<file path="src/rtl/periph_bus_master.sv">
// periph_bus_master: queues single-bit read/write requests and issues them to an 8-bit peripheral window
module periph_bus_master #(
  parameter logic [31:0] PERIPH_BASE = 32'h0000_1000,
  parameter int          FIFO_DEPTH  = 2
) (
  input  logic        clock,
  input  logic        reset,
  input  logic        req_valid,
  output logic        req_ready,
  input  logic        req_write,
  input  logic [31:0] req_address,
  input  logic [31:0] req_data,
  output logic        resp_valid,
  input  logic        resp_ready,
  output logic [31:0] resp_data,
  output logic        resp_error,
  output logic [31:0] periph_address,
  output logic [31:0] periph_write_data,
  output logic        periph_should_write,
  input  logic [31:0] periph_read_data
);
  localparam int AW = $clog2(FIFO_DEPTH);
  typedef enum logic [1:0] {IDLE, ISSUE, RESP} state_t;
  state_t state_q, state_d;
  logic [33:0] fifo_q [FIFO_DEPTH];
  logic [AW-1:0] wr_ptr_q, wr_ptr_d, rd_ptr_q, rd_ptr_d;
  logic [AW:0] count_q, count_d;
  logic [33:0] cmd_q, cmd_d;
  logic [31:0] paddr_q, paddr_d, pwdata_q, pwdata_d, rdata_q, rdata_d;
  logic rvalid_q, rvalid_d, rerr_q, rerr_d;
  logic push, pop, cmd_write, cmd_bit, in_win, issue;
  logic [31:0] cmd_addr;
  logic unused_bits;
  assign unused_bits = ^{req_data[31:1], periph_read_data[31:1]};
  assign cmd_write = cmd_q[33];
  assign cmd_addr = cmd_q[32:1];
  assign cmd_bit = cmd_q[0];
  assign in_win = cmd_addr[31:3] == PERIPH_BASE[31:3];
  assign req_ready = !reset && count_q != (AW+1)'(FIFO_DEPTH);
  assign push = req_valid && req_ready;
  assign pop = state_q == IDLE && count_q != '0;
  // Outputs are forced to zero combinationally so the reset cycle itself is quiet.
  assign issue = state_q == ISSUE && !reset;
  assign periph_should_write = issue && cmd_write && in_win;
  assign periph_address = reset ? '0 : (issue ? cmd_addr : paddr_q);
  assign periph_write_data = reset ? '0 : (periph_should_write ? {cmd_bit, 31'b0} : pwdata_q);
  assign resp_valid = rvalid_q && !reset;
  assign resp_data = reset ? '0 : rdata_q;
  assign resp_error = rerr_q && !reset;
  always_comb begin
    wr_ptr_d = push ? wr_ptr_q + 1'b1 : wr_ptr_q;
    rd_ptr_d = pop ? rd_ptr_q + 1'b1 : rd_ptr_q;
    count_d = count_q + {{AW{1'b0}}, push} - {{AW{1'b0}}, pop};
    state_d = state_q;
    cmd_d = cmd_q;
    paddr_d = paddr_q;
    pwdata_d = pwdata_q;
    rdata_d = rdata_q;
    rvalid_d = rvalid_q;
    rerr_d = rerr_q;
    case (state_q)
      IDLE: begin
        rerr_d = 1'b0;
        cmd_d = pop ? fifo_q[rd_ptr_q] : cmd_q;
        state_d = pop ? ISSUE : IDLE;
      end
      ISSUE: begin
        paddr_d = cmd_addr;
        pwdata_d = (cmd_write && in_win) ? {cmd_bit, 31'b0} : pwdata_q;
        rerr_d = !in_win;
        rvalid_d = !cmd_write;
        rdata_d = cmd_write ? rdata_q : {31'b0, in_win & periph_read_data[0]};
        state_d = cmd_write ? IDLE : RESP;
      end
      RESP: begin
        rvalid_d = resp_ready ? 1'b0 : rvalid_q;
        rerr_d = resp_ready ? 1'b0 : rerr_q;
        state_d = resp_ready ? IDLE : RESP;
      end
      default: state_d = IDLE;
    endcase
  end
  always_ff @(posedge clock) begin
    if (push) fifo_q[wr_ptr_q] <= {req_write, req_address, req_data[0]};
    if (reset) begin
      state_q <= IDLE;
      wr_ptr_q <= '0;
      rd_ptr_q <= '0;
      count_q <= '0;
      cmd_q <= '0;
      paddr_q <= '0;
      pwdata_q <= '0;
      rdata_q <= '0;
      rvalid_q <= 1'b0;
      rerr_q <= 1'b0;
    end else begin
      state_q <= state_d;
      wr_ptr_q <= wr_ptr_d;
      rd_ptr_q <= rd_ptr_d;
      count_q <= count_d;
      cmd_q <= cmd_d;
      paddr_q <= paddr_d;
      pwdata_q <= pwdata_d;
      rdata_q <= rdata_d;
      rvalid_q <= rvalid_d;
      rerr_q <= rerr_d;
    end
  end
endmodule

</file>
<file path="config.mk">
export PLATFORM = sky130hd
export DESIGN_NAME = periph_bus_master
export DESIGN_NICKNAME = d
export VERILOG_FILES = /design/src/rtl/periph_bus_master.sv
export SDC_FILE = /design/constraint.sdc
export NUM_CORES = 1
export LEC_CHECK = 0
export CAP_MARGIN = 40
export CORE_MARGIN = 2
export CORE_UTILIZATION = 45
export DETAILED_ROUTE_END_ITERATION = 12
export PLACE_DENSITY = 0.89
export SLEW_MARGIN = 5
export SYNTH_ARGS = -nofsm -noshare
export SYNTH_HDL_FRONTEND = slang
export SYNTH_SLANG_ARGS = --single-unit
</file>
<file path="constraint.sdc">
create_clock -name clock -period 3.12 [get_ports clock]
set_clock_uncertainty 0.05 [all_clocks]
set_input_delay 0.624 -clock clock [delete_from_list [all_inputs] [get_ports clock]]
set_output_delay 0.624 -clock clock [all_outputs]
set_load 0.005 [all_outputs]
</file>
## After elaboration in Yosys (flattened, before gate mapping)

Memory sizes are Yosys's and may differ from the RTL's. A register that Yosys moved wholly into a read port is not among the register bits.
Cells that the tools add are included.
W data, S select, Z words.

| cells by class | value |
|---|---|
| add/sub/neg operators | 4 |
| equal/unequal tests | 5 |
| muxes and demuxes | 14 |
| bitwise gates (word level) | 2 |
| reduce and logical (&&, ||, !) cells | 21 |

Operators with widths:

| cell | count |
|---|---|
| $mux W32 | 4 |
| $eq A29 B10 Y1 const B | 1 |
| $reduce_and A2 Y1 | 5 |
| $logic_and A1 B1 Y1 | 9 |
| $pmux W2 S3 | 1 |
| $mux W1 | 5 |
| $mux W2 | 2 |
| $ne A2 B2 Y1 const B | 2 |
| $reduce_bool A2 Y1 | 2 |
| $logic_not A1 Y1 | 3 |
| $pmux W1 S3 | 1 |
| $reduce_bool A3 Y1 | 1 |
| $add A1 B1 Y1 const B | 2 |
| $add A2 B1 Y2 | 1 |
| $eq A2 B1 Y1 const B | 1 |
| $eq A2 B2 Y1 const B | 1 |
| $logic_not A2 Y1 | 1 |
| $pmux W1 S2 | 1 |
| $sub A2 B1 Y2 | 1 |
| $and A1 B1 Y1 | 1 |
| $not A1 Y1 | 1 |

| word-level totals | value |
|---|---|
| bits in registers | 42 |
| bits of input ports | 101 |
| memories kept | 1 |
| bits in writable memories | 68 |

Memories:

| memory | depth | bits a word | read ports | clocked after Yosys merged registers in | write ports | RTL line | source |
|---|---|---|---|---|---|---|---|
| fifo_q | 2 | 34 | 1 | 1 | 1 | 25 | `logic [33:0] fifo_q [FIFO_DEPTH];` |

## Logic depth before layout (Yosys ltp)

Gate-level depths: netlist (run 1).

| logic depth | value |
|---|---|
| depth in word-level cells | 6 |
| depth in mapped cells | 8 |
| depth with buffers taken out | 7 |

## Worst setup path before layout (run 1)

OpenSTA, ideal clock, no wires.

| timing | value |
|---|---|
| kind | input to register |
| start | input port reset |
| end | memory fifo_q[0][0], enable pin |
| required time | 2.645 ns |
| library setup time | 0.425 ns |
| arrival | 2.342 ns |
| slack | 0.302 ns |
| cell stages on the path | 3 |
| path through | inv_1 > o211ai_1 > nor2_1 |

| on the way | value |
|---|---|
| word-level cells in the longest chain between the ends | 5 |

RTL lines:

| what | RTL line | source |
|---|---|---|
| start: declaration | 7 | `input logic reset,` |
| $logic_not A1 Y1 | 39 | `assign req_ready = !reset && count_q != (AW+1)'(FIFO_DEPTH);` |
| $logic_and A1 B1 Y1 | 39 |  |
| $logic_and A1 B1 Y1 | 40 | `assign push = req_valid && req_ready;` |
| $mux W1 | 84 | `if (push) fifo_q[wr_ptr_q] <= {req_write, req_address, req_data[0]};` |
| $mux W1 (implied by the code) | 84 |  |
| end: declaration | 25 |  |

No other way between the ends.

## Final worst setup path (run 1)

| timing | value |
|---|---|
| start | register state_q[1] |
| end | output port periph_address[6] |

| on the way | value |
|---|---|
| word-level cells in the longest chain between the ends | 4 |

RTL lines:

| what | RTL line | source |
|---|---|---|
| start: declaration | 24 | `state_t state_q, state_d;` |
| start signal: assignment | 97 | `state_q <= state_d;` |
| $eq A2 B1 Y1 | 43 | `assign issue = state_q == ISSUE && !reset;` |
| $logic_and A1 B1 Y1 | 43 |  |
| $mux W32 (2 in a row) | 45 | `assign periph_address = reset ? '0 : (issue ? cmd_addr : paddr_q);` |
| end: declaration | 17 | `output logic [31:0] periph_address,` |

No other way between the ends.

==> reports/metrics.cfg, run 1 <==
[floorplanning]
die_w_um = 118
die_h_um = 118
num_rows = 41
core_area_mm2 = 0.0126
dieArea_mm2 = 0.0139
io_pins = 201
start_util_pct = 46.1

[worst_setup_path]
critical_path_class = reg2out
start_kind = flip-flop
crit_arrival_ns = 2.32
crit_fanout = 9
critPathMaxStageDelay_ns = 0.55
cp-end-kind = primary output
timing.critical_path.cells = inv_1 > nand2_2 > buf_4 > nand2_1 > a21oi_1 > clkdlybuf4s50_1
cp_slowest_cell = clkdlybuf4s50_1
crit_family = buffers and inverters
cp.buffers_inverters = 3
required_ns = 2.45

[clocking]
cts_sinks = 144
clk_latency_ns = 0.41
cts-root-buf = clkbuf_16
cts_buffer_depth = 2
tritoncts = built
cts_made_buffers = 17
htree_levels = 4
clkTransAtPathRegs_ns = 0.06

[global_routing]
gr-total-overflow = 0
grt_max_degree = 70
antenna_found_initial = 0
grt_use_total_pct = 16.8
grt_pass1_vias = 3842
grt_pass1_wl_um = 18300

[routing]
totalWireLength_um = 11400
drt_first_pass_iters = 4
vias_per_cell = 4.86
drc_errors = 0
wire_per_inst_um = 14.5
via_count = 3832
ant_nets = 0
drt_iter0_drc = 196

[cells_and_area]
layout_common_cells = 75 x dfxtp_1, 74 x clkdlybuf4s50_1, 68 x edfxtp_1
area_delta_synth_final_pct = 24.4
diodes = 0
layout_commonest_cell = dfxtp_1
drive_gt1_share_pct = 8.93
fillCellCount = 1006
nNetsFinal = 706

[logic_synthesis]
syn_area_mm2 = 0.00582
yosys_warnings = 0
synth_edf_count = 68
seq_area_frac_synth_pct = 61.2
synthArstFlopShare_pct = 0
syn_avg_cell_area_um2 = 11.1
ys.flop_type = dfxtp_1
ys_ff_latch = 144
ys_types = 32
syn_inst = 524

[power_and_ir_drop]
p_leak_nw = 2.58
ir_worst_vdd_uv = 396
power_density_mw_per_mm2 = 825

[placement]
place_ws_ns = 0.258
gp_congestion = 0.763
dp.final_hpwl_um = 7870
port_buffers = 76

[timing]
fin_tns_setup_ns = 0
tightest_slew_ns = 0.716
hold_viol = 0
relSlewSlack_pct = 52.1
fmaxAchievable_mhz = 334
finalCriticalPeriod_ns = 2.99
finalSetupViolCount = 0
rsz0062_at_grt = no
min_period_over_period_pct = 95.8
worst_slack_ns = 0.130
drv_slew = 0

[job]
cap_violations = 0

[hold_path]
holdCritPathClass = reg2reg

[outcome]
status = completed

synth_stat cells, drive strengths merged, types with 2 or more instances:
cell type   n  area [µm²]
a211oi     34         255
nand2      68         255
nor3        4        36.3
a21oi      65         325
xnor2       3        26.3
nand4       2        12.5
nand2b      2        12.5
edfxtp     68        2040
nor4        6        37.5
clkbuf      8        30.0
dfxtp      76        1520
buf        84         576
nor2       44         165
ha          2        25.0
mux2i      36         360
inv         5        18.8
nor2b       6        37.5
cell type report:
class | instances | area (µm²) | area share (%)
sequential | 144 | 3560 | 49.3
clock inverter | 12 | 141 | 1.95
multi-input combinational | 344 | 1910 | 26.5
inverter | 5 | 18.8 | 0.259
timing repair buffer | 91 | 936 | 12.9
tap | 172 | 215 | 2.97
clock buffer | 20 | 447 | 6.17
stage by stage:
| step | cells | total power [W] | instance area [µm²] | utilization (%) | hold slack (ns) |
|---|---|---|---|---|---|
| floorplan | 585 | 0.00356 | 6050 | - | 0.392 |
| global placement | 754 | 0.00387 | 6600 | 52.3 | 0.400 |
| detailed placement | 754 | 0.00396 | 6600 | 52.3 | 0.404 |
| CTS | 787 | 0.00599 | 7220 | 57.2 | 0.412 |
| global route | 788 | 0.00627 | 7240 | 57.3 | 0.438 |
| finish | 788 | 0.00597 | 7240 | 57.3 | 0.416 |
cells by family after synthesis:
group	after synthesis	synth area share, %
AO/OA/AOI/OAI	104	10.6
XOR/XNOR	4	0.602
adder cells (fa/ha/maj)	2	0.430
buffers and inverters	97	10.7
flip-flops	144	61.2
multiplexers	36	6.19
other	1	0.0644
AND/OR/NAND/NOR	136	10.1
path summary, 6_finish.rpt:
| check | cells after the start | slack [ns] | startpoint | to |
|---|---|---|---|---|
| max | 6 | 0.13 | state_q[1] | periph_address[6] |
| min | 2 | 0.42 | paddr_q[19] | paddr_q[19] |
| max reg2reg | 7 | 1.10 | count_q[1] | count_q[1] |
| min reg2reg | 2 | 0.42 | paddr_q[19] | paddr_q[19] |
state kept, by name (all words and copies together) (netlist names):
register and count:
fifo_q 68, count_q 2, rerr_q 1, rd_ptr_q 1
rvalid_q 1, wr_ptr_q 1, paddr_q 32, cmd_q 34
pwdata_q 1, state_q 2, rdata_q 1
power by group:
part / switching (W) / internal [W]
registers: 0.000259 / 0.00231
clock network: 0.000721 / 0.00127
logic: 0.000791 / 0.000624
what timing repair did:
item	in CTS	in global routing
buffers inserted	1	1
gates resized for setup	4	3
hold buffers	0	0
pin swaps	1	3
setup endpoints to repair	1	15
layer usage:
metal | track usage [%] | share of wire [%] | vias to the layer above
li1 | - | - | 1884
met1 | 19.0 | 42 | 1824
met2 | 29.5 | 52 | 112
met3 | 5.91 | 5.4 | 12
met4 | 5.80 | 0.97 | 0
met5 | 0 | 0 | -
tightest hold or removal path: cells and delay by family (launching register included):
kind	cells	cell delay, ns
flip-flops	1	0.29
AND/OR/NAND/NOR	1	0.06
AO/OA/AOI/OAI	1	0.06
Note: power is estimated with default switching activity, not from simulation.
==> run 2, diff against run 1 <==
Settings changed: CORE_UTILIZATION 45 to 41, PLACE_DENSITY 0.89 to 0.85, REMOVE_ABC_BUFFERS set to 1.
Clock period 3.12 ns to 2.6 ns, I/O delays scaled along.
==> reports/metrics.cfg, run 2 (synthesized netlist as in run 1, its figures left out) <==
[power_and_ir_drop]
power_density_mw_per_mm2 = 981  ; +19%
ir_worst_vdd_uv = 575  ; +45%
p_leak_nw = 2.95  ; +14%

[cells_and_area]
final_area_mm2 = 0.00756  ; +4.4%
largest_reg_flops = 68  ; unchanged
drive_gt1_share_pct = 17.0  ; +8.1 points
fillCellCount = 1197  ; +19%
layout_commonest_cell = edfxtp_1
layout.cells.non_filler = 821  ; +4.2%
finish.utilization_pct = 54.4  ; -2.9 points
top_register = fifo_q
reg_top3 = fifo_q (68), cmd_q (34), paddr_q (32)
layout_common_cells = 68 x edfxtp_1, 67 x dfxtp_1, 65 x nand2_1
diodes = 0  ; unchanged
area_delta_synth_final_pct = 29.8
nNetsFinal = 731  ; +3.5%

[worst_setup_path]
critical_path_class = reg2out
required_ns = 2.03  ; -0.42 ns
crit_arrival_ns = 2.07  ; -0.25 ns
cp-end-kind = primary output
crit_fanout = 2  ; -7
start_kind = flip-flop

[global_routing]
antenna_found_initial = 0  ; unchanged
grt_use_total_pct = 16.7  ; -0.11 points
grt_max_degree = 45  ; -36%
gr-total-overflow = 0  ; unchanged
grt_pass1_vias = 3640  ; -5.3%
grt_pass1_wl_um = 18600  ; +1.2%

[placement]
dp.final_hpwl_um = 7470  ; -5.2%
postPlaceCellArea_mm2 = 0.00669  ; +1.4%
dpl.cell_count = 775  ; +2.8%
gp_congestion = 0.779  ; +2.1%
port_buffers = 76  ; unchanged

[clocking]
htree_levels = 4  ; unchanged
cts_buffer_depth = 2  ; unchanged
clkTransAtPathRegs_ns = 0.06  ; about the same
cts_sinks = 144  ; unchanged
clk_latency_ns = 0.42  ; about the same
cts_hold_buf = 0  ; unchanged
tritoncts = built
cts-root-buf = clkbuf_16
cts_made_buffers = 17  ; unchanged

[job]
cap_violations = 0  ; unchanged

[routing]
vias_per_cell = 4.71  ; -3.2%
drt_first_pass_iters = 5  ; +1
ant_nets = 0  ; unchanged
dr_wl_met3_um = 780  ; +27%
via_count = 3866  ; +0.89%
met1_length_um = 5020  ; +4.7%
drc_errors = 0  ; unchanged
drt_iter0_drc = 163  ; -17%
wire_per_inst_um = 14.6  ; +0.70%
wl_met2_um = 6030  ; +1.8%
highest_layer = met4
totalWireLength_um = 12000  ; +4.9%

[timing]
finalCriticalPeriod_ns = 2.64
fmaxAchievable_mhz = 379
relSlewSlack_pct = 52.8  ; +0.73 points
tightest_slew_ns = 0.705  ; -0.0110 ns
min_period_over_period_pct = 102
rsz0062_at_grt = yes
finalSetupViolCount = 1  ; +1
drv_slew = 0  ; unchanged
hold_viol = 0  ; unchanged
worst_slack_ns = -0.0402  ; -0.170 ns

[hold_path]
holdCritPathClass = in2reg

[floorplanning]
core_area_mm2 = 0.0139  ; +10%
num_rows = 43  ; +4.9%
dieArea_mm2 = 0.0152  ; +9.4%
io_pins = 201  ; unchanged
die_w_um = 123  ; +4.6%
die_h_um = 123  ; +4.6%
start_util_pct = 41.9  ; -4.2 points

[outcome]
violations = negative setup slack
status = finished with violations

[run 2: path summary, 6_finish.rpt]
check	startpoint	end	slack, ns	cells after the start
worst max-delay path	cmd_q[20]	periph_write_data[31]	-0.04	8
worst min-delay path	reset	paddr_q[9]	0.36	2
worst max register to register	count_q[1]	count_q[1]	0.67	6
worst min register to register	paddr_q[6]	paddr_q[6]	0.41	2
[run 2: stage by stage]
step                      power [W]  hold slack, ns  TNS [ns]  worst slack [ns]
after floorplan             0.00412           0.388     -8.01            -0.213
after global placement      0.00484           0.400   -0.0422           -0.0422
after detailed placement    0.00490           0.407   -0.0402           -0.0402
after CTS                   0.00737           0.332    -0.136            -0.117
after global routing        0.00787           0.350    -0.205            -0.190
final                       0.00741           0.355   -0.0402           -0.0402
[run 2: worst max-delay path: stages, from the launching register on]
cell and delay, ns:
dfxtp_1 0.32, nor4_2 0.27, buf_4 0.15, nand4_1 0.12, buf_6 0.16, buf_6 0.11
nor3_4 0.18, mux2i_1 0.20, buf_2 0.13
[run 2: metal layers]
metal | global-route usage, % | vias to the layer above
li1 | - | 1936
met1 | 19.7 | 1761
met2 | 28.6 | 152
met3 | 5.67 | 17
met4 | 5.68 | 0
met5 | 0 | -
[run 2: repair_timing]
item	CTS	global route
buffers inserted	7	5
endpoints found under the hold margin	0	0
endpoints found under the setup margin	34	20
resized for setup	49	30
gates cloned	2	0
pin swaps	6	6
[run 2: final cells by class]
type | instances | area (µm²) | area share (%)
Tap cell | 180 | 225 | 2.98
Clock inverter | 14 | 119 | 1.57
Timing Repair Buffer | 116 | 1170 | 15.4
Clock buffer | 18 | 439 | 5.81
Sequential cell | 144 | 3580 | 47.4
Multi-Input combinational cell | 344 | 2010 | 26.6
Inverter | 5 | 18.8 | 0.248
[run 2: report_power, final]
part / internal [W] / switching (W)
Combinational: 0.000999 / 0.00103
Clock: 0.00133 / 0.000929
Sequential: 0.00279 / 0.000332
